==> config.mk <==
export PLATFORM = sky130hd
export DESIGN_NAME = wb_arbiter_flat
export DESIGN_NICKNAME = d
export VERILOG_FILES = /design/src/rtl/wb_arbiter_if.sv /design/src/rtl/wb_arbiter.sv /design/src/flat_wrapper.sv
export SDC_FILE = /design/constraint.sdc
export NUM_CORES = 1
export LEC_CHECK = 0
export ABC_CLOCK_PERIOD_IN_PS = 1950
export BUFFER_PORTS_ARGS = -buffer_cell sky130_fd_sc_hd__buf_2
export CAP_MARGIN = 20
export CORE_ASPECT_RATIO = 0.9
export CORE_MARGIN = 4
export CORE_UTILIZATION = 44
export DETAILED_ROUTE_END_ITERATION = 7
export PLACE_DENSITY = 0.77
export SLEW_MARGIN = 20
export SYNTH_ARGS = -nofsm -noshare
export SYNTH_HDL_FRONTEND = slang
export SYNTH_SLANG_ARGS = --single-unit
==> constraint.sdc <==
create_clock -name clk -period 1.95 [get_ports clk]
set_input_delay 0.0975 -clock clk [delete_from_list [all_inputs] [get_ports clk]]
set_output_delay 0.0975 -clock clk [all_outputs]
set_load 0.02 [all_outputs]
==> src/rtl/wb_arbiter_if.sv <==
// Writeback arbiter bus: requester handshakes, register file write port,
// issue-stage scoreboard set and hazard query.
interface wb_arbiter_if #(
   parameter int REQ_NUM = 3,
   parameter int DATA_W  = 32,
   parameter int ADDR_W  = 5
);
   logic [REQ_NUM-1:0]        I_req_valid;
   logic [REQ_NUM*ADDR_W-1:0] I_req_addr;
   logic [REQ_NUM*DATA_W-1:0] I_req_data;
   logic [REQ_NUM-1:0]        O_req_ready;

   logic                      O_rd_we;
   logic [ADDR_W-1:0]         O_rd_waddr;
   logic [DATA_W-1:0]         O_rd_wdata;

   logic                      I_issue_valid;
   logic [ADDR_W-1:0]         I_issue_rd;
   logic                      I_issue_rd_en;
   logic [ADDR_W-1:0]         I_chk_rs1;
   logic [ADDR_W-1:0]         I_chk_rs2;
   logic [ADDR_W-1:0]         I_chk_rd;
   logic                      O_hazard;

   // Arbiter side
   modport slave (
      input  I_req_valid, I_req_addr, I_req_data,
      input  I_issue_valid, I_issue_rd, I_issue_rd_en,
      input  I_chk_rs1, I_chk_rs2, I_chk_rd,
      output O_req_ready, O_rd_we, O_rd_waddr, O_rd_wdata, O_hazard
   );

   // Execute units / issue stage / register file side
   modport master (
      output I_req_valid, I_req_addr, I_req_data,
      output I_issue_valid, I_issue_rd, I_issue_rd_en,
      output I_chk_rs1, I_chk_rs2, I_chk_rd,
      input  O_req_ready, O_rd_we, O_rd_waddr, O_rd_wdata, O_hazard
   );
endinterface

==> src/rtl/wb_arbiter.sv <==
// Writeback arbiter with one-entry output register and RAW/WAW scoreboard.
// Define WB_ARB_RR_EN for round-robin arbitration; default is fixed priority (index 0 highest).
module wb_arbiter #(
   parameter int REQ_NUM = 3,
   parameter int DATA_W  = 32,
   parameter int ADDR_W  = 5
) (
   input  logic         clk,
   input  logic         rst_n,
   wb_arbiter_if.slave  bus
);

   localparam int REG_NUM = 2 ** ADDR_W;
   localparam int PTR_W   = (REQ_NUM > 1) ? $clog2(REQ_NUM) : 1;

   logic [REQ_NUM-1:0] grant;
   logic [PTR_W-1:0]   grant_idx;
   logic               grant_found;
   logic               hs;
   logic [ADDR_W-1:0]  sel_addr;
   logic [DATA_W-1:0]  sel_data;

   logic               rd_we_q,    rd_we_d;
   logic [ADDR_W-1:0]  rd_waddr_q, rd_waddr_d;
   logic [DATA_W-1:0]  rd_wdata_q, rd_wdata_d;
   logic [REG_NUM-1:0] pending_q,  pending_d;

   logic               sb_set;
   logic               busy_rs1, busy_rs2, busy_rd;

`ifdef WB_ARB_RR_EN
   logic [PTR_W-1:0]   rr_ptr_q, rr_ptr_d;

   // Search starts at the pointer and wraps, so the last winner is visited last.
   always_comb begin
      int idx;
      // NOTE: every combinational output gets a default first so no path leaves it unassigned (no latch).
      grant       = '0;
      grant_idx   = '0;
      grant_found = 1'b0;
      idx         = 0;
      for (int k = 0; k < REQ_NUM; k++) begin
         idx = int'(rr_ptr_q) + k;
         if (idx >= REQ_NUM) idx = idx - REQ_NUM;
         if (!grant_found && bus.I_req_valid[idx]) begin
            grant[idx]  = 1'b1;
            grant_idx   = PTR_W'(idx);
            grant_found = 1'b1;
         end
      end
   end

   always_comb begin
      rr_ptr_d = rr_ptr_q;
      if (hs) begin
         rr_ptr_d = (int'(grant_idx) == REQ_NUM - 1) ? '0 : grant_idx + PTR_W'(1);
      end
   end

   always_ff @(posedge clk or negedge rst_n) begin
      if (!rst_n) begin
         rr_ptr_q <= '0;
      end else begin
         rr_ptr_q <= rr_ptr_d;
      end
   end
`else
   always_comb begin
      grant       = '0;
      grant_idx   = '0;
      grant_found = 1'b0;
      for (int k = 0; k < REQ_NUM; k++) begin
         if (!grant_found && bus.I_req_valid[k]) begin
            grant[k]    = 1'b1;
            grant_idx   = PTR_W'(k);
            grant_found = 1'b1;
         end
      end
   end
`endif

   // Ready is purely a function of the requests: the write port never stalls.
   assign bus.O_req_ready = grant;
   assign hs              = grant_found;
   assign sel_addr        = bus.I_req_addr[int'(grant_idx)*ADDR_W +: ADDR_W];
   assign sel_data        = bus.I_req_data[int'(grant_idx)*DATA_W +: DATA_W];

   // Writes to x0 complete the handshake but never reach the register file.
   always_comb begin
      rd_we_d    = hs && (sel_addr != '0);
      rd_waddr_d = rd_waddr_q;
      rd_wdata_d = rd_wdata_q;
      if (hs) begin
         rd_waddr_d = sel_addr;
         rd_wdata_d = sel_data;
      end
   end

   assign sb_set = bus.I_issue_valid && bus.I_issue_rd_en && (bus.I_issue_rd != '0);

   // Clear first, then set, so a register re-issued while its old value retires stays pending.
   always_comb begin
      pending_d = pending_q;
      if (rd_we_q) pending_d[rd_waddr_q] = 1'b0;
      if (sb_set)  pending_d[bus.I_issue_rd] = 1'b1;
      pending_d[0] = 1'b0;
   end

   always_ff @(posedge clk or negedge rst_n) begin
      // NOTE: the scoreboard is a flop vector, not a RAM, so clearing it in reset is cheap and required to drop stale stalls.
      if (!rst_n) begin
         rd_we_q    <= 1'b0;
         rd_waddr_q <= '0;
         rd_wdata_q <= '0;
         pending_q  <= '0;
      end else begin
         // NOTE: sequential state uses non-blocking assignments so every flop samples pre-edge values.
         rd_we_q    <= rd_we_d;
         rd_waddr_q <= rd_waddr_d;
         rd_wdata_q <= rd_wdata_d;
         pending_q  <= pending_d;
      end
   end

   // A register retiring this cycle is bypassed by the register file, so it is not busy.
   function automatic logic reg_busy(input logic [REG_NUM-1:0] pend,
                                     input logic               we,
                                     input logic [ADDR_W-1:0]  waddr,
                                     input logic [ADDR_W-1:0]  r);
      return pend[r] && (r != '0) && !(we && (waddr == r));
   endfunction

   assign busy_rs1 = reg_busy(pending_q, rd_we_q, rd_waddr_q, bus.I_chk_rs1);
   assign busy_rs2 = reg_busy(pending_q, rd_we_q, rd_waddr_q, bus.I_chk_rs2);
   assign busy_rd  = reg_busy(pending_q, rd_we_q, rd_waddr_q, bus.I_chk_rd);

   assign bus.O_hazard   = busy_rs1 | busy_rs2 | busy_rd;
   assign bus.O_rd_we    = rd_we_q;
   assign bus.O_rd_waddr = rd_waddr_q;
   assign bus.O_rd_wdata = rd_wdata_q;

endmodule

==> src/flat_wrapper.sv <==
// flat-port wrapper written by rule: the top's interface ports become plain ports
module wb_arbiter_flat 
#(
   parameter int REQ_NUM = 3,
   parameter int DATA_W  = 32,
   parameter int ADDR_W  = 5
)
  (clk, rst_n, bus_I_req_valid, bus_I_req_addr, bus_I_req_data, bus_I_issue_valid, bus_I_issue_rd, bus_I_issue_rd_en, bus_I_chk_rs1, bus_I_chk_rs2, bus_I_chk_rd, bus_O_req_ready, bus_O_rd_we, bus_O_rd_waddr, bus_O_rd_wdata, bus_O_hazard);
  wb_arbiter_if #(.REQ_NUM(REQ_NUM), .DATA_W(DATA_W), .ADDR_W(ADDR_W)) bus_i ();
  input  logic clk;
  input  logic rst_n;
  input wire logic [$bits(bus_i.I_req_valid)-1:0] bus_I_req_valid;
  input wire logic [$bits(bus_i.I_req_addr)-1:0] bus_I_req_addr;
  input wire logic [$bits(bus_i.I_req_data)-1:0] bus_I_req_data;
  input wire logic [$bits(bus_i.I_issue_valid)-1:0] bus_I_issue_valid;
  input wire logic [$bits(bus_i.I_issue_rd)-1:0] bus_I_issue_rd;
  input wire logic [$bits(bus_i.I_issue_rd_en)-1:0] bus_I_issue_rd_en;
  input wire logic [$bits(bus_i.I_chk_rs1)-1:0] bus_I_chk_rs1;
  input wire logic [$bits(bus_i.I_chk_rs2)-1:0] bus_I_chk_rs2;
  input wire logic [$bits(bus_i.I_chk_rd)-1:0] bus_I_chk_rd;
  output wire logic [$bits(bus_i.O_req_ready)-1:0] bus_O_req_ready;
  output wire logic [$bits(bus_i.O_rd_we)-1:0] bus_O_rd_we;
  output wire logic [$bits(bus_i.O_rd_waddr)-1:0] bus_O_rd_waddr;
  output wire logic [$bits(bus_i.O_rd_wdata)-1:0] bus_O_rd_wdata;
  output wire logic [$bits(bus_i.O_hazard)-1:0] bus_O_hazard;
  assign bus_i.I_req_valid = bus_I_req_valid;
  assign bus_i.I_req_addr = bus_I_req_addr;
  assign bus_i.I_req_data = bus_I_req_data;
  assign bus_i.I_issue_valid = bus_I_issue_valid;
  assign bus_i.I_issue_rd = bus_I_issue_rd;
  assign bus_i.I_issue_rd_en = bus_I_issue_rd_en;
  assign bus_i.I_chk_rs1 = bus_I_chk_rs1;
  assign bus_i.I_chk_rs2 = bus_I_chk_rs2;
  assign bus_i.I_chk_rd = bus_I_chk_rd;
  assign bus_O_req_ready = bus_i.O_req_ready;
  assign bus_O_rd_we = bus_i.O_rd_we;
  assign bus_O_rd_waddr = bus_i.O_rd_waddr;
  assign bus_O_rd_wdata = bus_i.O_rd_wdata;
  assign bus_O_hazard = bus_i.O_hazard;
  wb_arbiter #(.REQ_NUM(REQ_NUM), .DATA_W(DATA_W), .ADDR_W(ADDR_W)) u_core (.clk(clk), .rst_n(rst_n), .bus(bus_i));
endmodule
==> out/metrics.cfg, run 1 <==
[floorplan]
die_w_um = 112
start_util_pct = 46.1
num_io_pins = 180
die_area_mm2 = 0.0114
num_rows = 33
die_h_um = 102
core_area_mm2 = 0.00929

[routing]
wl_per_cell_um = 18.6
drtIter0Drc = 390
drt-total-wl_um = 14800
dr.pass1.iters = 5
drc = 0
ant_nets = 0
drt-vias-per-instance = 5.77
vias = 4590

[finish]
nets = 807
final_common_cell = buf_2
design_area_mm2 = 0.00589
drive_gt1_share_pct = 36.6
layout_common_cells = buf_2 (178), o21ai_0 (100), dfrtp_1 (69)
synthToLayoutAreaGrowth_pct = 37.4
finalNonFillerCells = 796

[grt]
grt_start_max_net_pins = 45
track_usage_pct = 24.9
grt_pass1_vias = 4502
grt_overflow_total = 0
grt_pass1_wl_um = 22400
antenna_found_initial = 0

[worst_setup_path]
timing.rr.start = u_core.bus.O_rd_waddr[4]
path_depth = 6
critical_path_class = register to primary output
r2r_end = u_core.pending_q[16]
crit_chain = mux4_2 > a32o_1 > or4_1 > o211ai_1 > o211ai_1 > buf_4
path_delay_family = multiplexers
critPathBufInv = 1
slowest_delay_ps = 510
worstPathMaxFanout = 3
worstPathArrival_ps = 2290
critPathCapture = bus_O_hazard
slowest_stage = mux4_2
r2r.worst_path.cells = 3
start_kind = register
crit_top_cell = o211ai_1
reg2reg_setup_slack_ps = 280
cp-startpoint = u_core.pending_q[30]
endpoint_kind = primary output
required_ps = 1850

[sta]
min_period_ps = 2390
worstMarginPinSlew_ps = 618
worst_slack_ps = -439
fin_crit_sh_pct = 123
grt_setup_unrepaired = true
hold_viol = 0
final-setup-viol-count = 1
worst_hold_slack_ps = 27.0
fin_skew_ps = 8.36
slew_violations = 0
fmaxAchievable_mhz = 419
relSlewSlack_pct = 58.8

[synth]
synth_enable_flop_cells = 0
ys.flop_type = dfrtp_1
synth_nets = 601
yosysWarnings = 0
netlist_instances = 463
ys_ff_latch = 69
netlist_area_mm2 = 0.00429
avgSynthCellArea_um2 = 9.26
yosys.cell_types.count = 34
async_reset_ff_share_pct = 100
ys_seq_area_share_pct = 40.3

[place]
dp_cells = 747
io_buffers = 179
placed_cell_area_mm2 = 0.00538
dp_hpwl_um = 10900
place.gp.congestion = 0.939

[clock_tree]
cts_made_buffers = 9
path_clk_slew_ps = 80
cts_tree = yes
clock_sinks = 69
clockBufferDepth = 2
ctsRootBufferMaster = clkbuf_8
h-tree-depth = 3
clkLatencyLatePin_ps = 350

[power_and_ir_drop]
ir_worst_vdd_mv = 0.410
power.leakage_nw = 2.68
powerDensity_mw_per_mm2 = 872
power_mw = 5.14

[min_path]
hp-class = input pin to register

[status]
violations = setup timing
status = complete, but fails checks

[flow_run]
max-cap-violations = 0

==> synth_stat cells (5+ instances only) <==
cell type | count | area [um^2]
nand3_1 | 6 | 30.0
o21ai_0 | 100 | 500
clkbuf_1 | 35 | 131
nor2_1 | 37 | 139
xor2_1 | 12 | 105
dfrtp_1 | 69 | 1730
nand3b_1 | 5 | 37.5
mux2i_1 | 16 | 160
a22oi_1 | 33 | 248
nand2_1 | 49 | 184
mux4_2 | 20 | 450
a21oi_1 | 36 | 180
==> routing by layer <==
metal	part of all wire [%]	track usage, %	vias up
li1	-	-	2107
met2	50	41.4	277
met4	3.4	12.3	0
met3	8.8	5.91	51
met5	0	0	-
met1	38	30.9	2155
==> final cells by class <==
type                    count  area (um^2)
fillers                   769         3400
multi-input cells         352         2390
flip-flops and latches     69         1730
repair buffers            235         1420
well taps                 122          153
clock buffers               9          124
clock inverters             6         63.8
inverters                   2         7.51
diodes                      1         2.50
==> timing repair <==
action                                  4_1_cts  5_1_grt
hold buffers                                 32        0
pin swaps                                     0        2
endpoints found under the hold margin        56        0
gates resized for setup                       0        2
endpoints found under the setup margin        1        1
buffers inserted                              0        1
==> sequential cells by signal, indices dropped and copies added (netlist names) <==
| register | cells |
|---|---|
| u_core.bus.O_rd_we | 1 |
| u_core.pending_q | 31 |
| u_core.bus.O_rd_waddr | 5 |
| u_core.bus.O_rd_wdata | 32 |
==> cells by family after synthesis <==
family	Yosys count	share of synthesized area, %
AO/OA/AOI/OAI	175	22.7
buffers and inverters	42	3.97
AND/OR/NAND/NOR	119	12.5
XOR/XNOR	15	3.06
flip-flops	69	40.3
multiplexers	43	17.5
==> worst min path at each step <==
stage,cells past startpoint,from,endpoint
2_1_floorplan,0,rst_n,u_core.bus.O_rd_waddr[0]
6_report,3,bus_I_req_data[32],u_core.bus.O_rd_wdata[0]
5_1_grt,3,bus_I_req_data[32],u_core.bus.O_rd_wdata[0]
3_3_place_gp,1,rst_n,u_core.bus.O_rd_wdata[20]
3_5_place_dp,1,rst_n,u_core.bus.O_rd_wdata[24]
4_1_cts,3,bus_I_req_data[13],u_core.bus.O_rd_wdata[13]
==> metrics by stage <==
step | setup WS [ps] | utilization, % | setup TNS (ps)
finish | -439 | 63.4 | -439
global route | -522 | 63.4 | -522
CTS | -449 | 63.3 | -449
detailed placement | -61.1 | 57.9 | -61.1
global placement | -16.4 | 57.9 | -16.4
floorplan | 58.0 | - | 0
==> worst reg2reg max path, cell delays in order, from the launching register on <==
cell     delay [ps]
dfrtp_1         680
or3b_2          550
o21ai_0         200
o21ai_0         110
==> where the power goes <==
group / leakage [nW] / total [mW] / switching, mW / internal, mW
Combinational: 1.76 / 1.81 / 0.859 / 0.954
Clock: 0.0915 / 1.14 / 0.553 / 0.583
Sequential: 0.832 / 2.19 / 0.375 / 1.81
(Power assumes the default switching activity.)
==> inputs of run 2 (changes only) <==
--- a/config.mk
+++ b/config.mk
@@ -13,6 +13,7 @@
 export CORE_UTILIZATION = 44
 export DETAILED_ROUTE_END_ITERATION = 7
 export PLACE_DENSITY = 0.77
+export REMOVE_ABC_BUFFERS = 1
 export SLEW_MARGIN = 20
 export SYNTH_ARGS = -nofsm -noshare
 export SYNTH_HDL_FRONTEND = slang
==> out/metrics.cfg, run 2 (synthesis gave the netlist of run 1 again) <==
[sta]
worstMarginPinSlew_ps = 602  ; -15.2 ps
min_period_ps = 2420  ; +27.1 ps
slew_violations = 0  ; unchanged
worst_slack_ps = -466  ; -27.1 ps
worst_hold_slack_ps = 9.37  ; -17.6 ps
fmaxAchievable_mhz = 414  ; -1.1%
relSlewSlack_pct = 59.6  ; +0.79 points
final-setup-viol-count = 1  ; unchanged
fin_crit_sh_pct = 124  ; +1.4 points
grt_setup_unrepaired = true
hold_viol = 0  ; unchanged
fin_skew_ps = 5.80  ; -2.56 ps

[routing]
drtIter0Drc = 320  ; -18%
ant_nets = 0  ; unchanged
drt-vias-per-instance = 5.75  ; -0.21%
drc = 0  ; unchanged
wl_per_cell_um = 17.6  ; -4.9%
drt-total-wl_um = 14000  ; -5.1%
vias = 4569  ; -0.46%
dr.pass1.iters = 5  ; unchanged

[clock_tree]
cts_tree = yes
ctsRootBufferMaster = clkbuf_8
cts_made_buffers = 9  ; unchanged
path_clk_slew_ps = 80  ; about the same
h-tree-depth = 3  ; unchanged
clock_sinks = 69  ; unchanged
clkLatencyLatePin_ps = 340  ; about the same
clockBufferDepth = 2  ; unchanged

[finish]
multiInputGateArea_mm2 = 0.00240  ; +0.37%
synthToLayoutAreaGrowth_pct = 36.8
final_common_cell = buf_2
largest_reg_flops = 32  ; unchanged
nets = 804  ; -0.37%
finalNonFillerCells = 794  ; -0.25%
seq_area_mm2 = 0.00173  ; unchanged
drive_gt1_share_pct = 38.0  ; +1.5 points
final_util_pct = 63.1  ; -0.28 points
layout_common_cells = buf_2 (178), o21ai_0 (100), dfrtp_1 (69)
nFillCells = 759  ; -1.3%

[place]
io_buffers = 179  ; unchanged
dp_hpwl_um = 10500  ; -2.9%
place.gp.congestion = 0.957  ; +1.9%
dp_cells = 749  ; +0.27%

[status]
violations = setup timing
status = complete, but fails checks

[worst_setup_path]
start_kind = register
endpoint_kind = primary output
timing.rr.start = u_core.bus.O_rd_waddr[3]
r2r_end = u_core.pending_q[9]
critPathCapture = bus_O_hazard
worstPathArrival_ps = 2320  ; +30 ps
cp-startpoint = u_core.pending_q[23]
required_ps = 1850  ; about the same
critical_path_class = register to primary output
reg2reg_setup_slack_ps = 310  ; +30 ps
worstPathMaxFanout = 2  ; -1
r2r.worst_path.cells = 4  ; +1

[floorplan]
die_area_mm2 = 0.0114  ; unchanged
die_h_um = 102  ; unchanged
core_area_mm2 = 0.00929  ; unchanged
num_io_pins = 180  ; unchanged
start_util_pct = 46.1  ; unchanged
die_w_um = 112  ; unchanged
num_rows = 33  ; unchanged

[grt]
grt_pass1_vias = 4671  ; +3.8%
grt_pass1_wl_um = 22700  ; +1.2%
grtUsageMet3_pct = 4.06  ; -1.9 points
track_usage_pct = 24.7  ; -0.22 points
met1_usage_pct = 31.1  ; +0.16 points
antenna_found_initial = 0  ; unchanged
use_met2_pct = 41.7  ; +0.28 points
busiest_layer = met2
grt_start_max_net_pins = 66  ; +47%
grt_overflow_total = 0  ; unchanged

[power_and_ir_drop]
power.leakage_nw = 2.68  ; about the same
powerDensity_mw_per_mm2 = 904  ; +3.7%
ir_worst_vdd_mv = 0.412  ; +0.64%

[min_path]
whs_path_depth = 3  ; unchanged
hp-class = input pin to register

[flow_run]
max-cap-violations = 0  ; unchanged

run 2: routing by layer:
layer / vias to the layer above / wire length, um
met5: - / 0
met1: 2158 / 5390
li1: 2110 / -
met3: 39 / 1150
met2: 262 / 7030
met4: 0 / 444
run 2: timing repair:
action,in CTS,in global routing
hold endpoints to repair,91,0
resized for setup,3,1
pin swaps,5,0
hold buffers,23,0
buffers inserted,5,0
setup endpoints to repair,1,1
run 2: final cells by class:
class                   count  share of cell area, %
multi-input cells         352                   40.9
clock buffers              11                   2.58
well taps                 122                   2.60
clock inverters             5                   1.00
diodes                      1                 0.0427
repair buffers            232                   23.3
inverters                   2                  0.128
flip-flops and latches     69                   29.4
run 2: worst min-delay path by stage:
stage                                  start  slack, ps                   endpoint
after floorplan                        rst_n       -200   u_core.bus.O_rd_waddr[0]
after global placement                 rst_n        -10  u_core.bus.O_rd_wdata[14]
after detailed placement               rst_n        -20  u_core.bus.O_rd_wdata[14]
after CTS                 bus_I_req_data[25]        0.2  u_core.bus.O_rd_wdata[25]
after global routing       bus_I_req_data[3]         20   u_core.bus.O_rd_wdata[3]
final                      bus_I_req_data[4]          9   u_core.bus.O_rd_wdata[4]
run 2: per-stage QoR:
stage | cell area, um^2 | worst slack (ps) | total power, mW | TNS [ps]
after floorplan | 4120 | -845 | 3.13 | -25420
after global placement | 5380 | -156 | 3.86 | -156
after detailed placement | 5380 | -244 | 3.97 | -244
after CTS | 5860 | -448 | 5.29 | -448
after global routing | 5860 | -522 | 5.62 | -522
final | 5870 | -466 | 5.30 | -466
run 2: critical path, stage by stage, from the launching register on:
cell      delay [ps]
dfrtp_1          400
mux4_2           470
a32o_1           260
or4_4            420
o211ai_1         110
o211ai_1         140
buf_4            180
run 2: power breakdown:
group          total [mW]  leakage (nW)  switching [mW]  internal, mW
clock network        1.19         0.102           0.531         0.660
logic                1.94          1.75           0.902          1.04
registers            2.17         0.832           0.359          1.81
total                5.30          2.68            1.79          3.51
==> inputs of run 3 (changes only) <==
--- a/config.mk
+++ b/config.mk
@@ -12,6 +12,7 @@
 export CORE_MARGIN = 4
 export CORE_UTILIZATION = 44
 export DETAILED_ROUTE_END_ITERATION = 7
+export GPL_TIMING_DRIVEN = 0
 export PLACE_DENSITY = 0.77
 export REMOVE_ABC_BUFFERS = 1
 export SLEW_MARGIN = 20
==> out/metrics.cfg, run 3 (synthesis gave the netlist of run 1 again) <==
[status]
status = complete, but fails checks
violations = setup timing

[power_and_ir_drop]
combinationalPowerShare_pct = 33.4  ; -3.2 points
pwr-share-clk_pct = 22.5  ; about the same
power_switching_share_pct = 35.1  ; +1.3 points
p_switching_mw = 1.80  ; +0.44%
pwr-share-seq_pct = 44.1  ; +3.1 points
ir_worst_vdd_mv = 0.349  ; -15%
power_mw = 5.13  ; -3.3%
powerDensity_mw_per_mm2 = 910  ; +0.65%
power.leakage_nw = 2.54  ; -5.2%
p_int_mw = 3.33  ; -5.3%

[place]
pre_cts_slack_ps = -356  ; -112 ps
io_buffers = 179  ; unchanged
placed_cell_area_mm2 = 0.00523  ; -2.8%
dp_hpwl_um = 10300  ; -2.4%
place.gp.congestion = 0.901  ; -5.8%

[clock_tree]
ctsRootBufferMaster = clkbuf_8
path_clk_slew_ps = 80  ; about the same
cts_made_buffers = 9  ; unchanged
clock_sinks = 69  ; unchanged
h-tree-depth = 3  ; unchanged
clkLatencyLatePin_ps = 340  ; about the same
cts_tree = yes
clockBufferDepth = 2  ; unchanged

[sta]
slew_violations = 0  ; unchanged
worst_slack_ps = -459  ; +7.33 ps
hold_viol = 0  ; unchanged
fin_skew_ps = 10.9  ; +5.08 ps
fmaxAchievable_mhz = 415  ; +0.30%
fin_crit_sh_pct = 124  ; -0.38 points
min_period_ps = 2410  ; -7.33 ps
worstMarginPinSlew_ps = 673  ; +70.5 ps
grt_setup_unrepaired = true
final-setup-viol-count = 1  ; unchanged
relSlewSlack_pct = 55.1  ; -4.5 points

[worst_setup_path]
worstPathArrival_ps = 2310  ; about the same
timing.rr.start = u_core.bus.O_rd_waddr[3]
cp-startpoint = u_core.pending_q[21]
critical_path_class = register to primary output
r2r.worst_path.cells = 3  ; -1
r2r_end = u_core.pending_q[8]
reg2reg_setup_slack_ps = 280  ; -30 ps
required_ps = 1850  ; about the same
endpoint_kind = primary output
start_kind = register
worstPathMaxFanout = 4  ; +2

[finish]
synthToLayoutAreaGrowth_pct = 31.4
nets = 774  ; -3.7%
largest_reg_flops = 32  ; unchanged
nFillCells = 786  ; +3.6%
antennaDiodeCount = 0  ; -1
design_area_mm2 = 0.00563  ; -4.0%
layout_common_cells = buf_2 (175), o21ai_0 (100), dfrtp_1 (69)
final_common_cell = buf_2
drive_gt1_share_pct = 36.3  ; -1.7 points

[grt]
grt_start_max_net_pins = 69  ; +4.5%
grt_pass1_vias = 4452  ; -4.7%
grt_pass1_wl_um = 21600  ; -4.5%
track_usage_pct = 23.7  ; -0.99 points
grt_overflow_total = 0  ; unchanged
antenna_found_initial = 0  ; unchanged

[floorplan]
num_io_pins = 180  ; unchanged
core_area_mm2 = 0.00929  ; unchanged
die_area_mm2 = 0.0114  ; unchanged
die_w_um = 112  ; unchanged
die_h_um = 102  ; unchanged
start_util_pct = 46.1  ; unchanged
num_rows = 33  ; unchanged

[routing]
drc = 0  ; unchanged
ant_nets = 0  ; unchanged
drt-vias-per-instance = 5.76  ; +0.15%
drt-total-wl_um = 13700  ; -1.9%
vias = 4397  ; -3.8%
drtIter0Drc = 186  ; -42%
wl_per_cell_um = 18.0  ; +2.1%
dr.pass1.iters = 4  ; -1

[min_path]
hp-class = input pin to register
hold_path_end = u_core.bus.O_rd_wdata[4]
hp-start = bus_I_req_data[4]
whs_path_depth = 3  ; unchanged

[flow_run]
max-cap-violations = 0  ; unchanged

==> run 3: cell types whose count changed in the layout (fill, tap and decap cells not counted), moves of 2 or more <==
| cell | delta |
|---|---|
| clkbuf_8 | -2 |
| buf_4 | -22 |
| buf_2 | -3 |
| clkbuf_4 | +2 |
| dlygate4sd3_1 | -8 |
==> run 3: stage by stage <==
step	setup TNS, ps	utilization [%]	hold WS [ps]	instances
floorplan	-25420	-	-198	423
global placement	-91280	55.7	339	724
detailed placement	-3540	56.3	41.0	728
CTS	-455	60.4	0.595	762
global route	-540	60.6	4.31	763
finish	-459	60.6	16.3	763
==> run 3: layer usage <==
| layer | track usage, % | up-vias | part of all wire [%] |
|---|---|---|---|
| met4 | 10.4 | 0 | 2.0 |
| met2 | 41.8 | 203 | 51 |
| met1 | 28.7 | 2123 | 39 |
| met3 | 4.54 | 22 | 7.8 |
| met5 | 0 | - | 0 |
| li1 | - | 2049 | - |
==> run 3: final cells by class <==
type | count | area [um^2] | share of cell area [%]
sequential | 69 | 1730 | 30.7
inverter | 2 | 7.51 | 0.133
tap | 122 | 153 | 2.71
clock inverter | 7 | 75.1 | 1.33
timing repair buffer | 202 | 1130 | 20.1
multi-input combinational | 352 | 2410 | 42.9
clock buffer | 9 | 124 | 2.20
==> run 3: what timing repair did <==
action,in CTS,in global routing
pin swaps,4,0
resized for setup,3,4
setup endpoints to repair,1,11
hold endpoints to repair,41,0
setup buffers,3,1
hold buffers,15,0
==> run 3: critical path: stages, from the launching register on <==
cell and delay [ps]:
dfrtp_1 430, mux4_2 470, a32o_1 260, or4_4 420, o211ai_1 110, o211ai_1 120
buf_4 170
==> run 3: power by group through the flow <==
stage	registers (mW)	logic [mW]	clock network [mW]
6_report	2.26	1.71	1.15
5_1_grt	2.30	1.88	1.25
4_1_cts	2.23	1.69	1.18
3_5_place_dp	2.28	1.58	0
3_3_place_gp	2.22	1.51	0
2_1_floorplan	2.18	0.951	0
==> run 3: worst max path at each step <==
stage / to / slack, ps
4_1_cts: bus_O_hazard / -460
6_report: bus_O_hazard / -460
3_5_place_dp: u_core.bus.O_rd_we / -360
5_1_grt: bus_O_hazard / -540
3_3_place_gp: u_core.bus.O_rd_waddr[0] / -2580
2_1_floorplan: u_core.bus.O_rd_waddr[2] / -850
